File: config.mk
export PLATFORM = sky130hd
export DESIGN_NAME = text_writer
export DESIGN_NICKNAME = d
export VERILOG_FILES = /design/src/rtl/text_writer.sv
export SDC_FILE = /design/constraint.sdc
export NUM_CORES = 1
export LEC_CHECK = 0
export ABC_AREA = 1
export CAP_MARGIN = 30
export CORE_AREA = 5 5 76 78
export DETAILED_ROUTE_END_ITERATION = 16
export DIE_AREA = 0 0 81 83
export GPL_TIMING_DRIVEN = 1
export PLACE_DENSITY = 0.79
export SLEW_MARGIN = 20
export SYNTH_ARGS = -nofsm -noshare
export SYNTH_HDL_FRONTEND = slang
export SYNTH_SLANG_ARGS = --single-unit
File: constraint.sdc
create_clock -name i_pix_clk -period 2.4 [get_ports i_pix_clk]
set_clock_uncertainty 0.1 [all_clocks]
set_input_delay 0.24 -clock i_pix_clk [delete_from_list [all_inputs] [get_ports i_pix_clk]]
set_output_delay 0.24 -clock i_pix_clk [all_outputs]
set_load 0.02 [all_outputs]
File: src/rtl/text_writer.sv
// text_writer: turns a character byte stream into text-buffer RAM writes.
// A cursor tracks the next cell. Printable bytes are written and advance the
// cursor. LF, CR, BS and FF move the cursor or clear rows/the whole screen.
// Ports:
//   i_pix_clk, i_rst_n        - clock, async active-low reset
//   i_char, i_char_valid      - input byte and its valid strobe
//   o_ready                   - byte accepted this cycle when valid (combinational)
//   o_wr_en/addr/data         - registered one-cycle text buffer write, addr = {row, col}
//   o_cursor_col/row          - current cursor position
module text_writer #(
    parameter int unsigned COLS = 32,
    parameter int unsigned ROWS = 16,
    localparam int unsigned COL_W = $clog2(COLS),
    localparam int unsigned ROW_W = $clog2(ROWS),
    localparam int unsigned AW    = ROW_W + COL_W
) (
    input  logic             i_pix_clk,
    input  logic             i_rst_n,
    input  logic [7:0]       i_char,
    input  logic             i_char_valid,
    output logic             o_ready,
    output logic             o_wr_en,
    output logic [AW-1:0]    o_wr_addr,
    output logic [7:0]       o_wr_data,
    output logic [COL_W-1:0] o_cursor_col,
    output logic [ROW_W-1:0] o_cursor_row
);

    typedef enum logic [1:0] {
        IDLE,
        CLEAR_ROW,
        CLEAR_ALL
    } state_e;

    localparam logic [7:0] CH_SPACE = 8'h20;

    state_e           state_q, state_d;
    logic [COL_W-1:0] col_q, col_d;
    logic [ROW_W-1:0] row_q, row_d;
    logic [AW-1:0]    cnt_q, cnt_d;
    // Set once the last clear write has been issued; the following cycle returns to IDLE.
    logic             done_q, done_d;
    logic             wr_en_q, wr_en_d;
    logic [AW-1:0]    wr_addr_q, wr_addr_d;
    logic [7:0]       wr_data_q, wr_data_d;
    logic [COL_W-1:0] col_dec;

    assign col_dec = col_q - COL_W'(1);

    // State register.
    always_ff @(posedge i_pix_clk or negedge i_rst_n) begin
        if (!i_rst_n) begin
            state_q   <= IDLE;
            col_q     <= '0;
            row_q     <= '0;
            cnt_q     <= '0;
            done_q    <= 1'b0;
            wr_en_q   <= 1'b0;
            wr_addr_q <= '0;
            wr_data_q <= '0;
        end else begin
            state_q   <= state_d;
            col_q     <= col_d;
            row_q     <= row_d;
            cnt_q     <= cnt_d;
            done_q    <= done_d;
            wr_en_q   <= wr_en_d;
            wr_addr_q <= wr_addr_d;
            wr_data_q <= wr_data_d;
        end
    end

    // Next-state, cursor and write decode.
    always_comb begin
        state_d   = state_q;
        col_d     = col_q;
        row_d     = row_q;
        cnt_d     = cnt_q;
        done_d    = done_q;
        wr_en_d   = 1'b0;
        wr_addr_d = wr_addr_q;
        wr_data_d = wr_data_q;

        case (state_q)
            IDLE: begin
                if (i_char_valid) begin
                    if (i_char >= CH_SPACE) begin
                        wr_en_d   = 1'b1;
                        wr_addr_d = {row_q, col_q};
                        wr_data_d = i_char;
                        if (col_q == COL_W'(COLS - 1)) begin
                            col_d   = '0;
                            row_d   = row_q + ROW_W'(1);
                            cnt_d   = '0;
                            done_d  = 1'b0;
                            state_d = CLEAR_ROW;
                        end else begin
                            col_d = col_q + COL_W'(1);
                        end
                    end else begin
                        case (i_char)
                            8'h0A: begin
                                col_d   = '0;
                                row_d   = row_q + ROW_W'(1);
                                cnt_d   = '0;
                                done_d  = 1'b0;
                                state_d = CLEAR_ROW;
                            end
                            8'h0D: col_d = '0;
                            8'h08: begin
                                // Backspace stops at column 0; never moves up a row.
                                if (col_q != '0) begin
                                    col_d     = col_dec;
                                    wr_en_d   = 1'b1;
                                    wr_addr_d = {row_q, col_dec};
                                    wr_data_d = CH_SPACE;
                                end
                            end
                            8'h0C: begin
                                col_d   = '0;
                                row_d   = '0;
                                cnt_d   = '0;
                                done_d  = 1'b0;
                                state_d = CLEAR_ALL;
                            end
                            default: ;
                        endcase
                    end
                end
            end

            CLEAR_ROW: begin
                if (done_q) begin
                    done_d  = 1'b0;
                    state_d = IDLE;
                end else begin
                    wr_en_d   = 1'b1;
                    wr_addr_d = {row_q, cnt_q[COL_W-1:0]};
                    wr_data_d = CH_SPACE;
                    if (cnt_q == AW'(COLS - 1)) done_d = 1'b1;
                    else                        cnt_d  = cnt_q + AW'(1);
                end
            end

            CLEAR_ALL: begin
                if (done_q) begin
                    done_d  = 1'b0;
                    state_d = IDLE;
                end else begin
                    wr_en_d   = 1'b1;
                    wr_addr_d = cnt_q;
                    wr_data_d = CH_SPACE;
                    if (cnt_q == AW'(COLS * ROWS - 1)) done_d = 1'b1;
                    else                               cnt_d  = cnt_q + AW'(1);
                end
            end

            default: state_d = IDLE;
        endcase
    end

    assign o_ready      = (state_q == IDLE);
    assign o_wr_en      = wr_en_q;
    assign o_wr_addr    = wr_addr_q;
    assign o_wr_data    = wr_data_q;
    assign o_cursor_col = col_q;
    assign o_cursor_row = row_q;

endmodule

==> results of run 1 <==
[worst register-to-register path, delay by kind of cell, from the launching register on]
family | cells | cell delay (ns)
AND/OR/NAND/NOR | 8 | 1.03
flip-flops | 1 | 0.44
adder cells (fa/ha/maj) | 2 | 0.39
buffers and inverters | 1 | 0.09
[power by group through the flow]
stage | clock network (mW) | logic (mW) | registers, mW
2_1_floorplan | 0 | 1.16 | 1.32
3_3_place_gp | 0 | 2.04 | 1.08
3_5_place_dp | 0 | 2.07 | 1.09
4_1_cts | 0.673 | 2.09 | 1.08
5_1_grt | 0.703 | 2.31 | 1.12
6_report | 0.662 | 2.08 | 1.08
[layout make-up]
class / instances / area, um2
fillers: 455 / 1780
multi-input cells: 270 / 1450
flip-flops and latches: 39 / 976
repair buffers: 45 / 443
inverters: 38 / 143
well taps: 70 / 87.6
clock buffers: 5 / 68.8
clock inverters: 3 / 67.6
[per-layer routing]
metal	track usage [%]	part of all wire [%]	wire (um)	vias up
li1	-	-	-	1218
met1	29.6	47	2860	1125
met2	31.3	47	2860	53
met3	3.46	4.7	286	5
met4	5.84	1.1	64	0
met5	0	0	0	-
[final timing paths]
kind | startpoint | end | depth (start not counted)
setup / recovery | state_q[0] | o_ready | 3
hold / removal | i_rst_n | o_wr_data[0] | 2
setup reg to reg | o_cursor_col[1] | cnt_q[0] | 11
hold reg to reg | o_wr_addr[6] | o_wr_addr[6] | 2
max in group asynchronous | i_rst_n | o_wr_addr[0] | 3
min in group i_pix_clk | o_wr_addr[6] | o_wr_addr[6] | 2
[cell usage after synthesis (6+ instances only)]
| library cell | instances |
|---|---|
| sky130_fd_sc_hd__nand2_1 | 125 |
| sky130_fd_sc_hd__dfrtp_1 | 39 |
| sky130_fd_sc_hd__inv_1 | 28 |
| sky130_fd_sc_hd__nor2_1 | 26 |
| sky130_fd_sc_hd__nand3_1 | 19 |
| sky130_fd_sc_hd__nand4_1 | 12 |
| sky130_fd_sc_hd__nand2_2 | 11 |
| sky130_fd_sc_hd__o21ai_0 | 11 |
| sky130_fd_sc_hd__ha_1 | 10 |
| sky130_fd_sc_hd__inv_2 | 10 |
| sky130_fd_sc_hd__o21ai_2 | 9 |
| sky130_fd_sc_hd__a21oi_1 | 6 |
[registers in the layout, indices dropped and copies added (netlist names)]
signal	count
cnt_q	9
done_q	1
o_cursor_col	5
o_cursor_row	4
o_wr_addr	9
o_wr_data	8
o_wr_en	1
state_q	2
[cells by family (layout without fill, tap and decap cells)]
family	count (synthesis)	in the layout	share of synthesized area (%)
xor+xnor	6	6	1.99
simple gates	215	215	38.5
compound gates	39	39	9.46
flops	39	39	36.9
fa+ha+maj	10	10	4.73
buf+inv	46	91	8.46
[metrics by stage]
stage	cells	total power, mW	area (um2)	utilization, %
CTS	469	3.85	3210	64.1
detailed placement	460	3.17	3070	61.2
floorplan	355	2.47	2650	-
global placement	460	3.12	3070	61.2
global route	470	4.14	3230	64.5
finish	470	3.82	3230	64.5
[what timing repair did]
action | CTS | global route
hold endpoints to repair | 39 | 0
buffers inserted | 0 | 0
setup endpoints to repair | 0 | 0
hold buffers | 1 | 0
==> impl_summary.md, run 1 <==
Global routing
The number of global-route vias before repair is 2328. The global router's overall resource usage is 20.5%. The first-pass GRT wire length is 11100 um. Entering global routing, the biggest net connects 40 pins. The final global-route overflow total is 0. The number of antenna violations at the first check in global routing was 0.

Critical path
The data required time at the worst endpoint is 2.06 ns. The signal on the critical path passes through inv_1, ha_1, clkdlybuf4s50_1. The largest single stage delay on the critical path is 0.67 ns. The kind of capture point of the worst setup path is a primary output.

The startpoint class of the critical path is a register. Data on the critical path arrives at its endpoint at 1.84 ns. The startpoint-to-endpoint class of the critical path is reg -> out. In this run the register-to-register setup slack is 0.26 ns. The number of buffers and inverters on the critical path is 2. The largest individual stage delay along the critical path comes from the cell sky130_fd_sc_hd__clkdlybuf4s50_1. The gate family responsible for the most delay along the worst path is buffers and inverters. The top fanout value on the critical path is 8.

Logic synthesis
The average instance in the mapped netlist occupies 7.45 um2. The proportion of register bits with asynchronous set or reset after synthesis is 100%. The netlist uses 33 different library cells. The Yosys warning count is 0.

The fraction of post-synthesis cell area in the top cell type by area is 36.9%. The cell accounting for the most synthesized area is sky130_fd_sc_hd__dfrtp_1. Of the synthesized area, sequential elements account for 36.9%. In the synthesized netlist the dominant register cell turns out to be sky130_fd_sc_hd__dfrtp_1.

The count of flip-flops with a built-in enable after synthesis is 0. By area the synthesized netlist is led by sky130_fd_sc_hd__dfrtp_1, sky130_fd_sc_hd__nand2_1, sky130_fd_sc_hd__ha_1. The number of synthesized register bits is 39. The gate count after technology mapping is 355.

The synthesized net count is 376. The post-synth design cell area is 0.00265 mm2.

Pwr
The internal portion of the total power is 2.14 mW. The part of the total power dissipated in combinational logic is 54.4%. Across the VDD grid, the largest voltage drop is 0.000741 V. Dividing total power by cell area gives a power density of 1180 mW/mm2.

The leakage power summed over all cells is 1.56 nW. The share of total power dissipated in the clock network is 17.3%. The switching power is 1.67 mW. The switching part of the total is 43.8%. The sequential share of power is 28.3%.

Floorplanning
The region available for standard cell placement spans 0.00501 mm2. In this run the horizontal extent of the chip is 81 um. In this run the vertical extent of the chip is 83 um. In this run the count of I/O pins placed on the die edge is 39. After floorplanning, the core was divided into 26 placement rows. Once the floorplan was initialized, standard cells occupied 52.8% of the core. The die area is 0.00672 mm2.

STA
For the finished layout, the period the worst path requires is 2.18 ns. The final worst-path cycle share is 90.9%. Once routing completed, OpenROAD measured the worst setup slack at 0.218 ns.

The maximum clock frequency is 0.458 GHz. The number of max-slew violations in the final report is 0. The worst slew slack as a fraction of its limit is 77.6%. Setup violations remaining at the end of the flow were counted as 0.

The worst-case hold slack is 0.256 ns. The transition at the pin with the smallest max-transition slack is 0.336 ns. The final-report hold violation count is 0.

Setup repair after global routing left no endpoint under its margin. The setup TNS is 0 ns.

Run
Max-cap violations in this run came to 0.

Place
The final RePlAce weighted congestion is 0.862. The wire-length estimate of the detail-placed layout is 4540 um. Input and output buffers added on the ports amount to 38. OpenSTA, run right after detailed placement, puts the worst setup slack at 0.274 ns.

Final layout
The synthesis-to-finish area growth is 22.1%. In the final design database the tool counted 420 nets. The library cell used most frequently in the layout, excluding fill and tap cells, is sky130_fd_sc_hd__nand2_1. The share of final-layout standard cells stronger than drive strength 1 is 16.8%. The top cell types in the final layout, fill and taps aside, are sky130_fd_sc_hd__nand2_1, sky130_fd_sc_hd__dfrtp_1, sky130_fd_sc_hd__clkdlybuf4s50_1.

The repair_antennas step left the layout with diodes totalling 0.

Routing
In this run the remaining antenna-violating nets after routing total 0. The violation count after the first detailed-routing iteration is 159. After detailed routing, the total wire length is 6070 um. Detailed routing inserted a total of 2401 vias. The detailed-route vias per instance is 5.11. The number of design rule violations left after detail routing is 0. Dividing the detail-routed wire length by the instance count gives 12.9 um. The first detailed-routing pass took 5 iterations.

Clock network
Buffers inserted during clock tree synthesis total 5. TritonCTS built the clock tree. The clock latency on the worst-skew pair is 0.30 ns. The longest clock path from root to sink contains 2 buffers. Clock-pin slew was measured on the worst setup and hold paths at 0.08 ns. The count of H-tree levels built during CTS is 2. The post-cts gate resize count is 0.

The root buffer cell chosen for the clock tree is sky130_fd_sc_hd__clkbuf_8. The sink count of the clock tree is 39.

Hold path
The worst hold path class is in -> async.

Run status
The run finished with clean final reports.
(Power assumes the default switching activity.)
==> run 2, diff against run 1 <==
--- a/config.mk
+++ b/config.mk
@@ -7,11 +7,11 @@
 export LEC_CHECK = 0
 export ABC_AREA = 1
 export CAP_MARGIN = 30
-export CORE_AREA = 5 5 76 78
+export CORE_AREA = 5 5 80 82
 export DETAILED_ROUTE_END_ITERATION = 16
-export DIE_AREA = 0 0 81 83
+export DIE_AREA = 0 0 85 87
 export GPL_TIMING_DRIVEN = 1
-export PLACE_DENSITY = 0.79
+export PLACE_DENSITY = 0.74
 export SLEW_MARGIN = 20
 export SYNTH_ARGS = -nofsm -noshare
 export SYNTH_HDL_FRONTEND = slang
==> constraint.sdc (replaced) <==
create_clock -name i_pix_clk -period 1.98 [get_ports i_pix_clk]
set_clock_uncertainty 0.1 [all_clocks]
set_input_delay 0.198 -clock i_pix_clk [delete_from_list [all_inputs] [get_ports i_pix_clk]]
set_output_delay 0.198 -clock i_pix_clk [all_outputs]
set_load 0.02 [all_outputs]
==> impl_summary.md, run 2 (synthesized netlist as in run 1, its figures left out) <==
Clock network
The clock tree synthesis step divided the H-tree into 2 levels. In this run the clock root is driven by a sky130_fd_sc_hd__clkbuf_8. The CTS tree is done. The buffer depth of the longest clock path is 2.

The clock edge transition at the registers on the reported setup and hold paths is 0.08 ns. Counting every sink on the clock net gives 39. The TritonCTS buffer count is 5. The clock latency on the worst-skew pair is 0.30 ns.

Critical path
The worst setup path is captured at a register. The startpoint class of the critical path is a register. Along the worst path, the maximum fanout reaches 5. The setup path with the least slack is of type reg -> reg. Data arrives at the worst endpoint at 2.02 ns. The data required time at the worst endpoint is 2.12 ns.

STA
The number of endpoints failing setup at the final stage is 0. The maximum clock frequency is 0.532 GHz. The number of max-slew violations in the final report came to 0. For the final routed database, the setup TNS stands at 0 ns. Across all setup checks in the final design, the least slack found is 0.101 ns.

Measured against its own limit, the worst slew margin works out to 68.0%. The worst path in the final design needs a cycle of 1.88 ns, including I/O delays and setup. The final worst-path cycle share is 94.9%. The final-report hold violation count was 0.

The transition at the pin with the smallest max-transition slack is 0.480 ns. The worst-case hold slack is 0.279 ns.

Place
Detailed placement finished with a half-perimeter wire length of 4840 um. Timing analysis after detailed placement gives a worst setup slack of 0.0587 ns. The instance count after placement with tap cells included is 479. After detailed placement, the total cell area comes to 0.00318 mm2. Input and output buffers added on the ports amount to 38. Routability-driven placement finished with a final weighted congestion of 0.924.

Final layout
In the layout the commonest cells are sky130_fd_sc_hd__nand2_1, sky130_fd_sc_hd__dfrtp_1, sky130_fd_sc_hd__clkdlybuf4s50_1. The synthesis-to-finish area growth is 27.6%. The number of nets in the final layout is 437.

The most common library cell in the layout ignoring fill and taps is sky130_fd_sc_hd__nand2_1. The share of final-layout standard cells stronger than drive strength 1 is 20.9%. The fill cell total of the finished layout is 536. After routing the design area is 0.00338 mm2.

Measured on the finished design, the core utilization comes to 59.5%. The antenna diode count is 0. Leaving out filler cells and counting taps, the final layout contains 492.

Global routing
The final global-route overflow total is 0. The first-pass GRT wire length is 11400 um. For this run, the total global-route usage over all layers was measured as 18.9%. The number of antenna violations at the first check in global routing came to 0. Entering global routing, the biggest net connects 21 pins. The number of global-route vias before repair is 2477.

Routing
After detailed routing, the average wire length per cell comes to 13.0 um. The final route contains 2469 vias. The number of design rule violations left after detail routing is 0.

The remaining number of nets flagged by the antenna check after routing is 0. The first-pass iteration count of the detailed router is 4. The aggregate routed wire length is 6400 um. The detailed-route vias per instance is 5.02. The violation count after the first detailed-routing iteration is 115.

Pwr
The leakage power summed over all cells is 1.65 nW. Combinational logic is responsible for 56.5% of the overall power. The worst-case IR drop observed on VDD is 0.000601 V. The part of the total power dissipated in the clock network is 16.8%. The total internal power is 2.72 mW. For this design the total switching power over the nets is 2.07 mW. Net switching is 43.2% of the power.

The total power draw is 4.79 mW. The share of total power dissipated in sequential elements is 26.6%. The power per standard cell area is 1420 mW/mm2.

Floorplanning
The area inside the core boundary is 0.00568 mm2. Row generation in the floorplan step produced 28 rows. Once the floorplan was initialized, standard cells occupied 46.6% of the core. The die area is 0.00740 mm2. The top-level I/O count is 39. In this run the horizontal extent of the chip is 85 um. The floorplan step set the die height to 87 um.

Run
The number of maximum-capacitance violations is 0.

Hold path
The worst hold path class is in -> async.

Run status
The flow ran to the end, and the final reports show no timing, DRC or antenna violations.
[run 2: worst paths after layout]
check / from / to / slack (ns) / depth (start not counted)
max: o_cursor_col[0] / cnt_q[2] / 0.10 / 11
min: i_rst_n / o_wr_data[6] / 0.28 / 2
max reg2reg: o_cursor_col[0] / cnt_q[2] / 0.10 / 11
min reg2reg: o_wr_addr[3] / o_wr_addr[3] / 0.38 / 2
max in group asynchronous: i_rst_n / o_cursor_col[4] / 0.94 / 3
min in group i_pix_clk: o_wr_addr[3] / o_wr_addr[3] / 0.38 / 2
[run 2: power groups by stage]
stage | logic (mW) | clock network (mW) | registers, mW
after floorplan | 1.40 | 0 | 1.60
after global placement | 2.59 | 0 | 1.28
after detailed placement | 2.62 | 0 | 1.29
after CTS | 2.64 | 0.819 | 1.28
after global routing | 2.98 | 0.851 | 1.32
final | 2.71 | 0.807 | 1.28
[run 2: repair_timing]
item / CTS / global route
hold endpoints to repair: 18 / 0
buffers inserted: 0 / 3
setup endpoints to repair: 0 / 11
hold buffers: 1 / 0
resized for setup: 0 / 7
[run 2: metal layers]
metal  vias to the layer above  global-route usage, %  share of wire (%)
met1                      1134                   24.7                 44
met5                         -                      0                  0
met2                        71                   31.5                 49
met3                        14                   3.03                5.0
li1                       1250                      -                  -
met4                         0                   7.19                2.0
[run 2: final cells by class]
type | instances | area (um2) | share of cell area (%)
clock buffer | 5 | 68.8 | 2.04
timing repair buffer | 62 | 562 | 16.6
sequential | 39 | 976 | 28.9
tap | 75 | 93.8 | 2.78
multi-input combinational | 270 | 1470 | 43.4
clock inverter | 3 | 67.6 | 2.00
inverter | 38 | 143 | 4.22
[run 2: worst max-delay path: stages (launching register included)]
cell                      delay [ns]
sky130_fd_sc_hd__dfrtp_1        0.42
sky130_fd_sc_hd__ha_2           0.21
sky130_fd_sc_hd__nand2_1        0.05
sky130_fd_sc_hd__nor2_1         0.10
sky130_fd_sc_hd__ha_1           0.16
sky130_fd_sc_hd__inv_2          0.06
sky130_fd_sc_hd__nand3_2        0.07
sky130_fd_sc_hd__nand2_2        0.07
sky130_fd_sc_hd__nor2_4         0.20
sky130_fd_sc_hd__buf_2          0.19
sky130_fd_sc_hd__nand4_1        0.11
sky130_fd_sc_hd__nand2_1        0.08
==> run 3, diff against run 2 <==
--- a/config.mk
+++ b/config.mk
@@ -7,11 +7,11 @@
 export LEC_CHECK = 0
 export ABC_AREA = 1
 export CAP_MARGIN = 30
-export CORE_AREA = 5 5 80 82
+export CORE_AREA = 5 5 76 78
 export DETAILED_ROUTE_END_ITERATION = 16
-export DIE_AREA = 0 0 85 87
+export DIE_AREA = 0 0 81 83
 export GPL_TIMING_DRIVEN = 1
-export PLACE_DENSITY = 0.74
+export PLACE_DENSITY = 0.79
 export SLEW_MARGIN = 20
 export SYNTH_ARGS = -nofsm -noshare
 export SYNTH_HDL_FRONTEND = slang
==> constraint.sdc (replaced) <==
create_clock -name i_pix_clk -period 2.3 [get_ports i_pix_clk]
set_clock_uncertainty 0.1 [all_clocks]
set_input_delay 0.23 -clock i_pix_clk [delete_from_list [all_inputs] [get_ports i_pix_clk]]
set_output_delay 0.23 -clock i_pix_clk [all_outputs]
set_load 0.02 [all_outputs]
==> impl_summary.md, run 3 (synthesized netlist as in run 1, its figures left out) <==
Run status
The run finished with clean final reports.

Critical path
In this design, the stage delay of the slowest critical-path cell is 0.68 ns. Along the worst path, the maximum fanout reaches 8. The most critical setup path has its startpoint at state_q[0]. The critical path arrival is 1.82 ns. The signal on the critical path passes through inv_1, ha_1, clkdlybuf4s50_1. The critical path is of the reg -> out type. The kind of capture point of the worst setup path is a primary output. The number of buffers and inverters on the critical path is 2. The reg-to-reg critical path endpoint is done_q.

The launch point of the worst reg-to-reg path is o_cursor_col[0]. Setup slack on the worst reg-to-reg path comes out at 0.25 ns. STA classifies the critical path startpoint as a register. On the critical path the largest part of the delay comes from buffers and inverters. The slowest stage of the critical path is the sky130_fd_sc_hd__clkdlybuf4s50_1 cell. The data required time at the worst endpoint is 1.97 ns. The instance count on the critical path is 3.

The count of cells along the worst register-to-register path is 12. Following the worst setup path forward leads to its endpoint at o_ready.

Clock network
The clock latency on the worst-skew pair is 0.29 ns. The post-cts gate resize count is 0. The sink count of the clock tree is 39. The buffer depth of the longest clock path is 2.

The tree is rooted in a sky130_fd_sc_hd__clkbuf_8. CTS built an H-tree with a depth of 2. The CTS tree is done. After clock tree synthesis, the setup repair step added 0 buffers.

The clock edge transition at the registers on the reported setup and hold paths is 0.07 ns. TritonCTS created 5 clock buffers.

STA
The shortest period the worst path allows is 2.15 ns. Static timing analysis puts the maximum clock frequency at 0.465 GHz. Setup repair after global routing left no endpoint under its margin.

For the final routed database, the setup TNS stands at 0 ns. The worst-case hold slack is 0.302 ns. Setup violations remaining at the end of the flow were counted as 0. At the pin with the least slew margin, the transition time is 0.409 ns. The worst path uses 93.6% of the clock period. The final-report hold violation count is 0. The number of max-slew violations in the final report was 0.

Measured against its own limit, the worst slew margin works out to 72.8%.

Routing
The violation count after the first detailed-routing iteration is 167. The first-pass iteration count of the detailed router is 4. The number of design rule violations left after detail routing is 0. The remaining number of nets flagged by the antenna check after routing is 0. The vias after detailed routing is 2427. The average routed wire per standard cell is 13.3 um. In the routed layout, each cell is associated on average with a via count of 5.17.

The aggregate routed wire length is 6250 um.

Place
The final RePlAce weighted congestion is 0.867. The post-DP HPWL is 4660 um. In this run the tool buffered the top-level ports with 38 buffer cells.

Global routing
After global routing the overflow that remains totals 0. The number of global-route vias before repair is 2362. Entering global routing, the biggest net connects 40 pins. The number of antenna violations at the first check in global routing is 0. For met3 alone, demand over resource in global routing was 3.90%. Global routing used 32.1% of the available met2 tracks. The global-route met1 utilization is 27.2%. The first-pass GRT wire length is 10900 um.

Global routing used 19.9% of the available tracks across all layers. After global routing, the most crowded layer is met2.

Pwr
The worst-case IR drop observed on VDD is 0.000884 V. The leakage power summed over all cells is 1.55 nW. For this design the ratio of total power to cell area is 1180 mW/mm2.

Final layout
Cells with a size suffix above 1 make up 16.5% of the layout. The fill cell total of the finished layout is 473. Leaving out fill and tap cells, the most frequent cell in the layout is sky130_fd_sc_hd__nand2_1.

In the layout the commonest cells are sky130_fd_sc_hd__nand2_1, sky130_fd_sc_hd__dfrtp_1, sky130_fd_sc_hd__clkdlybuf4s50_1. The net count of the finished layout is 420. 0 antenna diodes ended up in the layout.

The synthesis-to-finish area growth is 20.6%.

Floorplanning
The die is 83 um tall. The floorplan step set the die width to 81 um. The die area is 0.00672 mm2. The number of rows in the core area is 26. The top-level I/O count is 39.

The initial standard-cell utilization of the core is 52.8%. The area inside the core boundary is 0.00501 mm2.

Run
The number of maximum-capacitance violations is 0.

Hold path
The worst hold path belongs to the class in -> async.
-- run 3: worst min-delay path by stage --
stage	to	slack, ns	depth (start not counted)
global route	o_wr_data[4]	0.35	2
finish	o_wr_data[4]	0.30	2
CTS	o_wr_addr[3]	0.39	2
global placement	o_wr_data[0]	0.30	1
floorplan	cnt_q[0]	-0.17	0
detailed placement	o_wr_data[0]	0.29	1
-- run 3: where the power goes --
| group | internal (mW) | total, mW | leakage (nW) | switching, mW |
|---|---|---|---|---|
| sequential | 0.928 | 1.13 | 0.505 | 0.206 |
| combinational | 0.874 | 2.17 | 0.996 | 1.29 |
| clock | 0.235 | 0.475 | 0.0470 | 0.239 |
-- run 3: what timing repair did --
item | 4_1_cts | 5_1_grt
endpoints found under the setup margin | 0 | 0
hold buffers | 1 | 0
hold endpoints to repair | 39 | 0
-- run 3: final cells by class --
type	instances	area [um2]	area share (%)
well taps	70	87.6	2.75
inverters	38	143	4.47
clock buffers	6	82.6	2.59
multi-input cells	270	1450	45.3
repair buffers	45	450	14.1
clock inverters	1	5.00	0.157
flip-flops and latches	39	976	30.6
-- run 3: metrics by stage --
| stage | total power [mW] | utilization (%) | setup WS, ns | cells | instance area [um2] |
|---|---|---|---|---|---|
| after global placement | 3.25 | 61.2 | 0.353 | 460 | 3070 |
| after detailed placement | 3.31 | 61.2 | 0.281 | 460 | 3070 |
| after floorplan | 2.58 | - | 0.458 | 355 | 2650 |
| after global routing | 4.08 | 63.7 | 0.0300 | 469 | 3190 |
| final | 3.78 | 63.7 | 0.148 | 469 | 3190 |
| after CTS | 3.79 | 63.1 | 0.134 | 468 | 3160 |
-- run 3: routing by layer --
metal  wire, um  vias to the layer above  share of wire, %
li1           -                     1218                 -
met1       2880                     1137                46
met2       3000                       65                48
met3        304                        7               4.9
met4         63                        0               1.0
met5          0                        -                 0
